File: config.mk
export PLATFORM = sky130hd
export DESIGN_NAME = mem_byte_sequencer
export DESIGN_NICKNAME = d
export VERILOG_FILES = /design/src/rtl/mem_seq_pkg.sv /design/src/rtl/mem_byte_sequencer.sv
export SDC_FILE = /design/constraint.sdc
export NUM_CORES = 1
export LEC_CHECK = 0
export CORE_ASPECT_RATIO = 1.5
export CORE_MARGIN = 4
export CORE_UTILIZATION = 24
export CTS_CLUSTER_DIAMETER = 60
export DETAILED_ROUTE_END_ITERATION = 10
export GPL_TIMING_DRIVEN = 0
export HOLD_SLACK_MARGIN = 0.15
export RECOVER_POWER = 100
export SYNTH_ARGS = -nofsm -noshare
export SYNTH_HDL_FRONTEND = slang
export SYNTH_SLANG_ARGS = --single-unit
File: constraint.sdc
create_clock -name clk -period 1.6 [get_ports clk]
set_input_delay 0.32 -clock clk [delete_from_list [all_inputs] [get_ports clk]]
set_output_delay 0.32 -clock clk [all_outputs]
set_load 0.005 [all_outputs]
File: src/rtl/mem_seq_pkg.sv
// mem_seq_pkg: shared types and helpers for the byte-wide memory sequencer.
//   - request size encodings
//   - sequencer state enum
//   - data-register function-select codes
//   - last_idx(): index of the final byte for a size
//   - store_byte(): MSB-first byte selection for stores
package mem_seq_pkg;

    localparam logic [1:0] SZ_BYTE = 2'b00;
    localparam logic [1:0] SZ_HALF = 2'b01;
    localparam logic [1:0] SZ_WORD = 2'b10;  // 2'b11 behaves as word too

    typedef enum logic [1:0] {
        ST_IDLE = 2'b00,
        ST_XFER = 2'b01,
        ST_DONE = 2'b10
    } state_e;

    localparam logic [1:0] DR_LOAD_SEXT = 2'b00;
    localparam logic [1:0] DR_LOAD_ZEXT = 2'b01;
    localparam logic [1:0] DR_SHL       = 2'b10;
    localparam logic [1:0] DR_SHR       = 2'b11;

    // Index of the final byte (N-1) for a size code.
    function automatic logic [1:0] last_idx(input logic [1:0] size);
        case (size)
            SZ_BYTE: return 2'd0;
            SZ_HALF: return 2'd1;
            default: return 2'd3;
        endcase
    endfunction

    // Store byte for position idx; the lowest address gets the most
    // significant byte of the sized value.
    function automatic logic [7:0] store_byte(input logic [1:0]  size,
                                              input logic [1:0]  idx,
                                              input logic [31:0] data);
        case (size)
            SZ_BYTE: return data[7:0];
            SZ_HALF: return idx[0] ? data[7:0] : data[15:8];
            default: begin
                case (idx)
                    2'd0:    return data[31:24];
                    2'd1:    return data[23:16];
                    2'd2:    return data[15:8];
                    default: return data[7:0];
                endcase
            end
        endcase
    endfunction

endpackage

File: src/rtl/mem_byte_sequencer.sv
// mem_byte_sequencer: turns one byte/half/word load or store request into a
// sequence of byte accesses on the memory port, steering the 32-bit data
// register (sign/zero-extend first byte, then shift-left-insert) on loads.
// Loads and stores are big-endian: lowest address carries the MSB.
//
// Ports:
//   clk, rst_n        clock, async active-low reset
//   start_i           request strobe (accepted in IDLE only)
//   write_i           0 load / 1 store
//   size_i            00 byte, 01 half, 1x word
//   signed_i          load sign-extend select
//   addr_i            base byte address
//   store_data_i      store source value
//   busy_o, done_o    status; done_o is a one-cycle completion pulse
//   mem_addr_o        current byte address
//   mem_read_o        load byte request
//   mem_write_o       store byte request
//   mem_wr_data_o     store byte
//   mem_rd_data_i     load byte from memory
//   mem_ready_i       memory completes the current byte this cycle
//   dr_en_o           data-register enable
//   dr_fun_sel_o      data-register function select
//   dr_data_o         data-register byte input
module mem_byte_sequencer
    import mem_seq_pkg::*;
#(
    parameter int ADDR_W = 16
) (
    input  logic              clk,
    input  logic              rst_n,
    input  logic              start_i,
    input  logic              write_i,
    input  logic [1:0]        size_i,
    input  logic              signed_i,
    input  logic [ADDR_W-1:0] addr_i,
    input  logic [31:0]       store_data_i,
    output logic              busy_o,
    output logic              done_o,
    output logic [ADDR_W-1:0] mem_addr_o,
    output logic              mem_read_o,
    output logic              mem_write_o,
    output logic [7:0]        mem_wr_data_o,
    input  logic [7:0]        mem_rd_data_i,
    input  logic              mem_ready_i,
    output logic              dr_en_o,
    output logic [1:0]        dr_fun_sel_o,
    output logic [7:0]        dr_data_o
);

    state_e            state_q, state_d;
    logic [1:0]        idx_q, idx_d;
    logic [ADDR_W-1:0] addr_q, addr_d;
    logic              write_q, write_d;
    logic [1:0]        size_q, size_d;
    logic              signed_q, signed_d;
    logic [31:0]       data_q, data_d;

    always_ff @(posedge clk or negedge rst_n) begin
        if (!rst_n) begin
            state_q  <= ST_IDLE;
            idx_q    <= 2'd0;
            addr_q   <= '0;
            write_q  <= 1'b0;
            size_q   <= SZ_BYTE;
            signed_q <= 1'b0;
            data_q   <= 32'd0;
        end else begin
            state_q  <= state_d;
            idx_q    <= idx_d;
            addr_q   <= addr_d;
            write_q  <= write_d;
            size_q   <= size_d;
            signed_q <= signed_d;
            data_q   <= data_d;
        end
    end

    always_comb begin
        state_d       = state_q;
        idx_d         = idx_q;
        addr_d        = addr_q;
        write_d       = write_q;
        size_d        = size_q;
        signed_d      = signed_q;
        data_d        = data_q;
        busy_o        = (state_q != ST_IDLE);
        done_o        = 1'b0;
        mem_read_o    = 1'b0;
        mem_write_o   = 1'b0;
        mem_wr_data_o = 8'd0;
        dr_en_o       = 1'b0;
        dr_fun_sel_o  = DR_LOAD_SEXT;
        dr_data_o     = 8'd0;

        case (state_q)
            ST_IDLE: begin
                if (start_i) begin
                    state_d  = ST_XFER;
                    idx_d    = 2'd0;
                    addr_d   = addr_i;
                    write_d  = write_i;
                    size_d   = size_i;
                    signed_d = signed_i;
                    data_d   = store_data_i;
                end
            end
            ST_XFER: begin
                if (write_q) begin
                    mem_write_o   = 1'b1;
                    mem_wr_data_o = store_byte(size_q, idx_q, data_q);
                end else begin
                    // Data register captures on the same edge memory completes.
                    mem_read_o   = 1'b1;
                    dr_data_o    = mem_rd_data_i;
                    dr_en_o      = mem_ready_i;
                    dr_fun_sel_o = (idx_q != 2'd0) ? DR_SHL :
                                   (signed_q ? DR_LOAD_SEXT : DR_LOAD_ZEXT);
                end
                if (mem_ready_i) begin
                    if (idx_q == last_idx(size_q)) begin
                        state_d = ST_DONE;
                    end else begin
                        idx_d  = idx_q + 2'd1;
                        addr_d = addr_q + {{(ADDR_W-1){1'b0}}, 1'b1};
                    end
                end
            end
            ST_DONE: begin
                done_o  = 1'b1;
                state_d = ST_IDLE;
            end
            default: state_d = ST_IDLE;
        endcase
    end

    assign mem_addr_o = addr_q;

endmodule

* Word-level counts from Yosys, hierarchy flattened *
Cells that the tools add are included.

operators by class
  mux-type cells = 33
  reductions and logical operators = 9
  add/sub/neg operators = 2
  equal/unequal tests = 10

operator list
  kind                   number
  $mux 16                3
  $mux 8                 5
  $pmux 16 s2            1
  $pmux 8 s3             1
  $mux 2                 11
  $add 16x1->16 const B  1
  $pmux 8 s2             1
  $pmux 2 s2             3
  $mux 1                 8
  $ne 2x2->1 const B     4
  $eq 2x1->1 const B     3
  $logic_not 2->1        3
  $reduce_bool 2->1      3
  $eq 2x2->1 const B     2
  $reduce_and 4->1       1
  $reduce_and 3->1       1
  $add 2x1->2 const B    1
  $eq 2x2->1             1
  $reduce_and 2->1       1

word-level totals
  logic and storage cells = 61
  output and inout port bits = 39
  register bits = 56

* Logic depth before layout (Yosys ltp) *
  depth after elaboration = 8
  mapped depth = 7

* Worst setup path before layout *
OpenSTA, ideal clock, no wires.

  kind = register to output
  start = register idx_q[0]
  end = output mem_wr_data_o[6]
  slack = -0.283 ns
  cell stages (with the launch flop) = 8
  path buffers = 1
  arrival = 1.563 ns
  path through = dfrtp_1 inv_1 ha_1 clkbuf_1 nand2_1 nand3_1 a21oi_1 a2111oi_1

between the ends
  cells in the longest elaborated chain, start to end = 5
  elaborated cells on any way between the ends = 8
  those cells by class = eq/ne (2); mux (5); reduce/logical (1)

RTL lines
  item                                      RTL line                   source
  start: declaration                        mem_byte_sequencer.sv:51   logic [1:0] idx_q, idx_d;
  start signal: assignment                  mem_byte_sequencer.sv:69   idx_q <= idx_d;
  $eq 2x2->1, or another cell as far along  mem_seq_pkg.sv:42          case (idx)
  $pmux 8 s3                                mem_seq_pkg.sv:42
  $pmux 8 s2 *                              mem_seq_pkg.sv:38          case (size)
  $mux 8 *                                  mem_byte_sequencer.sv:108  if (write_q) begin
  $mux 8 *                                  mem_byte_sequencer.sv:95   case (state_q)
  end: declaration                          mem_byte_sequencer.sv:42   output logic [7:0] mem_wr_data_o,

Every way passes the cells marked *; elsewhere a longest branch is shown, timed or not.

* Worst setup path in the final report *
  start = register idx_q[1]
  end = output mem_wr_data_o[6]

between the ends
  cells in the longest elaborated chain, start to end = 5
  elaborated cells on any way between the ends = 7
  those cells by class = eq/ne (2); mux (4); reduce/logical (1)

RTL lines
  item                                      RTL line
  $eq 2x2->1, or another cell as far along  mem_seq_pkg.sv:42
  $pmux 8 s3 *                              mem_seq_pkg.sv:42
  $pmux 8 s2 *                              mem_seq_pkg.sv:38
  $mux 8 *                                  mem_byte_sequencer.sv:108
  $mux 8 *                                  mem_byte_sequencer.sv:95

Marks and branches as above.

==> results.cfg <==
[outcome]
outcome = finished, violations left
violations = negative setup slack

[placement]
gp_congestion = 0.8535
portBuffers = 102
dp_hpwl_um = 7604

[yosys]
synth_top_area_cell = dfrtp_1
synth.ff_latch_count = 56
synth_cell_types = 45
yosysMostFrequentCell = dfrtp_1
synth-edff-count = 0
yosys_warnings = 0
ys_top_cells_by_count = dfrtp_1 (56), mux2_2 (34), a21oi_1 (30)
ys_seq_area_frac = 0.4555
netlist_instances = 297
syn_area_um2 = 3077
syn-mean-instance-area_um2 = 10.36
synthFlopType = dfrtp_1
synthDominantCellAreaShare = 0.4555
synthArstFlopShare = 1.000
synth_fp_nets = 366
synth.area.top_cells = dfrtp_1 (46%), mux2_2 (12%), a21oi_1 (4.9%)

[cts]
cts_buffer_depth = 2
clock_latency_ns = 0.29
tritoncts = yes
cts-root-buf = clkbuf_16
path_clk_slew_ns = 0.07
cts_max_level = 2
clkSinkCount = 56
cts_buffers = 5

[timing]
fin_crit_sh = 1.412
setup_slack_ns = -0.6590
grt_setup_unrepaired = true
maxSlewHeadroom = 0.6240
hold_viol_final = 0
skew_ns = 0.005201
fin_crit_ns = 2.259
setup_viol = 77
fmax_mhz = 442.7
tightest_slew_ns = 0.5640
finalSetupTns_ns = -17.54
drv_slew = 0

[cells_and_area]
area_delta_synth_final_pct = 81.37
nets = 530
drive_above_1_share = 0.4675
final_util = 0.4460
n_antenna_cell = 0

[setup_path]
crit_chain = inv_4 > ha_4 > buf_8 > buf_4 > nand2_2 > nand3_2 > nor2_2 > a2111oi_4 > buf_2
crit_buf_inv = 4
cp_top_family = buffers and inverters
worstPathRequired_ns = 1.28
path_class = reg2out
crit_path_start_kind = flop
cp_slowest_cell = dfrtp_2
cp-end-kind = output pin
worstPathArrival_ns = 1.94
worst_path_largest_cell_delay_ns = 0.47
path_max_fanout = 5

[route]
drt_iter0_drc = 85
viasPerCell = 4.979
drc_errors = 0
drtPass1Iterations = 4
wirelength_um = 11700
route.vias.total = 3077
postRouteAntennaNets = 0
routedWlPerCell_um = 18.93

[global_routing]
grt_usage = 0.1524
grt_max_degree = 38
grt_pass1_wl_um = 17610
antenna_found_initial = 0
grt_overflow_total = 0
grt_pass1_vias = 3339

[power]
p_leak_nw = 2.354
power_density_nw_per_um2 = 2110
power_mw = 11.78
worst_ir_drop_vdd_mv = 0.9789

[floorplanning]
die_w_um = 100.4
die_h_um = 146.7
start_util = 0.2459
row_count = 50
dieArea_um2 = 14730
num_io_pins = 103
fp.coreArea_um2 = 12510

[run]
max-cap-violations = 0

[hold_path]
worstHoldPathType = reg2reg
layer usage:
layer  track usage  share of wire  vias to the layer above
li1              -              -                     1420
met1        0.1626           0.35                     1524
met2        0.2862           0.58                      109
met3       0.03011          0.050                       24
met4       0.05934          0.021                        0
met5             0              0                        -
path summary, 6_finish.rpt:
check | start | to | slack, ns | depth (start not counted)
worst max-delay path | idx_q[1]$_DFFE_PN0P_ | mem_wr_data_o[6] | -0.66 | 9
worst min-delay path | data_q[22]$_DFFE_PN0P_ | data_q[22]$_DFFE_PN0P_ | 0.52 | 1
worst max register to register | state_q[1]$_DFFE_PN0P_ | size_q[1]$_DFFE_PN0P_ | -0.27 | 7
worst min register to register | data_q[22]$_DFFE_PN0P_ | data_q[22]$_DFFE_PN0P_ | 0.52 | 1
max in group asynchronous | rst_n | idx_q[0]$_DFFE_PN0P_ | 0.12 | 3
min in group asynchronous | rst_n | data_q[13]$_DFFE_PN0P_ | 0.55 | 2
flip-flops by register name, summed over array words and instances, names as in the netlist:
name / flops
data_q: 32
mem_addr_o: 16
signed_q: 1
size_q: 2
state_q: 2
write_q: 1
idx_q: 2
per-stage QoR:
stage,area (µm²),setup slack [ns],instances,hold slack [ns]
floorplan,3093,-0.08404,297,0.02441
global placement,4309,-1.637,555,0.4892
detailed placement,4324,-0.8732,556,0.3238
CTS,5109,-0.6443,605,0.5150
global route,5580,-0.7824,618,0.5336
finish,5580,-0.6590,618,0.5182
power by group:
part,total [mW],switching (mW),internal (mW)
Sequential,2.89,0.736,2.15
Clock,1.11,0.520,0.586
Combinational,7.78,3.38,4.40
Total,11.8,4.64,7.14
worst reg2reg max path: cells and delay by family, from the launching register on:
family	cells	cell delay, ns
buf+inv	4	0.53
simple gates	2	0.45
mux	1	0.33
flops	1	0.45
logic make-up after synthesis:
logic type | Yosys count | share of synthesized area
buf+inv | 27 | 0.04921
mux | 37 | 0.1350
xor+xnor | 1 | 0.002847
simple gates | 83 | 0.1436
compound gates | 88 | 0.1936
flops | 56 | 0.4555
fa+ha+maj | 5 | 0.02033
cell type report:
class,instances,area (µm²)
Tap cell,156,195.2
Timing Repair Buffer,161,1588
Multi-Input combinational cell,215,2043
Inverter,6,27.53
Sequential cell,56,1409
Buffer,16,172.7
Fill cell,1224,6932
Clock buffer,6,128.9
Clock inverter,2,16.27
cell usage in the layout (no fill, tap or decap), types with 4 or more instances in the layout:
cell / netlist / layout
buf_2: 8 / 17
a21oi_2: 2 / 14
buf_6: 4 / 38
nor2b_1: 10 / 7
clkbuf_16: 0 / 7
a211oi_1: 14 / 13
o21ai_0: 9 / 4
a222oi_1: 7 / 7
a21oi_1: 30 / 15
clkdlybuf4s50_1: 0 / 72
mux2_4: 0 / 35
clkbuf_4: 0 / 4
o22ai_1: 7 / 6
buf_4: 0 / 24
nand2_1: 18 / 14
o21ai_2: 0 / 4
nor2_1: 16 / 14
buf_12: 0 / 5
nand3_1: 12 / 9
and2_4: 0 / 6
dfrtp_2: 0 / 6
o21ai_1: 4 / 5
dfrtp_1: 56 / 50
repair_timing:
item | in CTS | in global routing
resized for setup | 193 | 105
endpoints found under the hold margin | 19 | 0
pin swaps | 29 | 27
hold buffers | 1 | 0
endpoints found under the setup margin | 84 | 81
cloned | 6 | 2
setup buffers | 35 | 18
No activity file was read; power rests on OpenSTA's default activity.
==> patch, RTL diff (config.mk and constraints unchanged) <==
Re-encode `state_e` (3 states) as one-hot, 3 bits wide.
--- a/src/rtl/mem_seq_pkg.sv
+++ b/src/rtl/mem_seq_pkg.sv
@@ -12,6 +12,6 @@
 
-    typedef enum logic [1:0] {
-        ST_IDLE = 2'b00,
-        ST_XFER = 2'b01,
-        ST_DONE = 2'b10
+    typedef enum logic [2:0] {
+        ST_IDLE = 3'b001,
+        ST_XFER = 3'b010,
+        ST_DONE = 3'b100
     } state_e;
Check against the original RTL: no difference found for any inputs over 10 cycles, from zero or initial values and one cycle with rst_n low; not proved beyond that.
==> patch against the original RTL <==
  * The flow still finishes with violations (setup timing)
  * Largest cell class unchanged
  * Power down 6.0%
  * Area after synthesis up 0.98%
  * Sequential cell count up 1
  * Clock skew up 0.0020 ns
  * Critical path type unchanged
  * Wire length up 0.72%
  * Largest power group unchanged
  * Highest routed layer unchanged
  * Setup slack better by 0.042 ns
  * Critical path depth down 2
  * Cell area up 4.5%
  * Synthesized cell count up 2.7%
  * Worst hold slack worse by 0.010 ns
==> patch: results (changes against the original RTL) <==
The flow ran to the end, but the final reports show violations. The final reports fail on setup timing. The post-layout net count is 545 (+2.8%).

The distinct cell type count of the synthesized netlist came out at 52 (+16%). The synthesis warning total came out at 0 (unchanged). The average cell area after synthesis is 10.2 µm² (-1.7%). The flip-flop count of the largest register after layout is 32 (unchanged).

The critical path's largest stage delay came out at 0.41 ns (-0.06 ns). The pin slew with the least headroom to its limit was 0.538 ns (-0.0259 ns). The cell sitting at the root of the clock tree is a sky130_fd_sc_hd__clkbuf_16. The type of the most critical hold path is in -> async.

The net switching power is 4030 µW (-13%). The final setup skew was 0.00716 ns (+0.00196 ns). The number of buffers created by CTS came to 9 (+4). The initial antenna violation count is 0 (unchanged).

The total iterations of the first detailed-routing run was 4 (unchanged). The highest net fanout along the worst path is 8 (+3). The final RePlAce weighted congestion came out at 0.813 (-4.8%). The data arrival time of the worst path is 1.90 ns (-0.04 ns). The static leakage is 0.00246 µW (+4.4%). The share of the synthesized area in compound gates (AO/OA/AOI/OAI) came out at 17.9% (-1.4 points). The overall fraction of global-route tracks in use was 16.1% (+0.89 points). The average wire per standard cell came out at 18.5 µm (-2.3%).

The number of global-route vias before repair is 3,404 (+1.9%). The maximum VDD drop was 748 µV (-24%). The fraction of final layout cells with drive strength greater than 1 is 47.8% (+1.1 points).

The register with the most flip-flops is data_q. The largest net degree at the start of global routing is 38 (unchanged). The pre-CTS setup slack is -0.930 ns (-0.0570 ns).

The total of buffers placed on input and output ports came to 102 (unchanged). The maximum clock insertion buffer count came out at 2 (unchanged). The fraction of synthesis flops using an asynchronous set or reset pin is 100% (unchanged).

The CTS H-tree depth came out at 3 (+1). The worst path setup slack after routing is -0.617 ns (+0.0420 ns). The half-perimeter wire length of the detailed placement result came out at 7560 µm (-0.55%). The number of inserted diodes is 0 (unchanged). The post-synthesis adder-cell area fraction came out at 2.01% (-0.020 points). The largest individual stage delay along the critical path comes from the cell sky130_fd_sc_hd__dfrtp_1. The total wire length after detailed routing is 11,800 µm (+0.72%). The count of final setup violators came out at 76 (-1.3%). The fraction of synthesized area in multiplexers is 13.0% (-0.45 points). The synthesized-area fraction occupied by xor and xnor cells came to 0.282% (-0.0028 points).

The clock input transition at the sequential cells of the worst setup and hold paths is 0.05 ns (-0.02 ns). The first-pass GRT wire length is 18,300 µm (+4.1%). The portion of the post-synthesis area used by sequential elements came out at 46.0% (+0.41 points). The post-placement cell area was 4370 µm² (+1.0%).

By area the synthesized netlist is led by sky130_fd_sc_hd__dfrtp_1 45%, sky130_fd_sc_hd__mux2_2 13%, sky130_fd_sc_hd__and2_1 3.6%. The kind of cell with the highest combined delay along the critical path is compound AO/OA/AOI/OAI gates. The vias per cell came to 5.04 (+1.2%). The post-synth net total came out at 374 (+2.2%). The total instance count after detailed placement is 564 (+1.4%). By count the netlist is led by 56 x sky130_fd_sc_hd__dfrtp_1, 36 x sky130_fd_sc_hd__mux2_2, 23 x sky130_fd_sc_hd__nand2_1.

The clock latency at the later pin of the worst-skew pair came to 0.33 ns (+0.04 ns). The DRC marker count from the first detailed-route iteration is 143 (+68%).
-- patch: cell type report --
| type | count | area [µm²] |
|---|---|---|
| fill | 1137 | 6740 |
| multi-input combinational | 227 | 2090 |
| timing repair buffer | 163 | 1620 |
| sequential | 57 | 1440 |
| clock buffer | 13 | 250 |
| tap | 156 | 195 |
| buffer | 14 | 179 |
| clock inverter | 3 | 40.0 |
| inverter | 4 | 22.5 |
-- patch: final timing paths --
kind	from	end	slack [ns]	depth (start not counted)
worst max-delay path	idx_q[1]	mem_wr_data_o[3]	-0.62	7
worst min-delay path	rst_n	mem_addr_o[2]	0.51	2
worst max register to register	state_q[2]	mem_addr_o[8]	-0.27	8
worst min register to register	data_q[28]	data_q[28]	0.51	1
max in group asynchronous	rst_n	mem_addr_o[6]	0.15	3
min in group clk	data_q[28]	data_q[28]	0.51	1
-- patch: routing by layer --
layer	track usage [%]	vias up	wire (µm)
li1	-	1482	-
met3	3.23	21	738
met5	0	-	0
met1	18.4	1589	4470
met2	28.8	117	6250
met4	6.52	0	321
-- patch: cell families (layout without fill, tap and decap cells) --
logic type	Yosys count	after routing
AO/OA/AOI/OAI	83	83
adder cells (fa/ha/maj)	5	5
buffers and inverters	22	197
flip-flops	57	57
multiplexers	36	36
XOR/XNOR	1	1
AND/OR/NAND/NOR	101	102
-- patch: metrics by stage --
| stage | util, % | setup TNS, ns |
|---|---|---|
| after floorplan | - | -0.713 |
| after global placement | 34.6 | -124.54 |
| after detailed placement | 34.7 | -29.81 |
| after CTS | 43.9 | -14.89 |
| after global routing | 46.4 | -25.46 |
| final | 46.4 | -17.36 |
-- patch: repair_timing --
item,in CTS,in global routing
hold buffers,1,0
endpoints found under the hold margin,20,0
pin swaps,32,32
endpoints found under the setup margin,85,84
gates cloned,6,2
resized for setup,241,75
buffers inserted,38,18
-- patch: power groups by stage --
stage / combinational (µW) / sequential (µW) / clock (µW)
after detailed placement: 3680 / 2890 / 0
after floorplan: 2350 / 2680 / 0
after CTS: 5530 / 2890 / 1940
final: 6240 / 2930 / 1900
after global placement: 3600 / 2840 / 0
after global routing: 6690 / 3020 / 2000
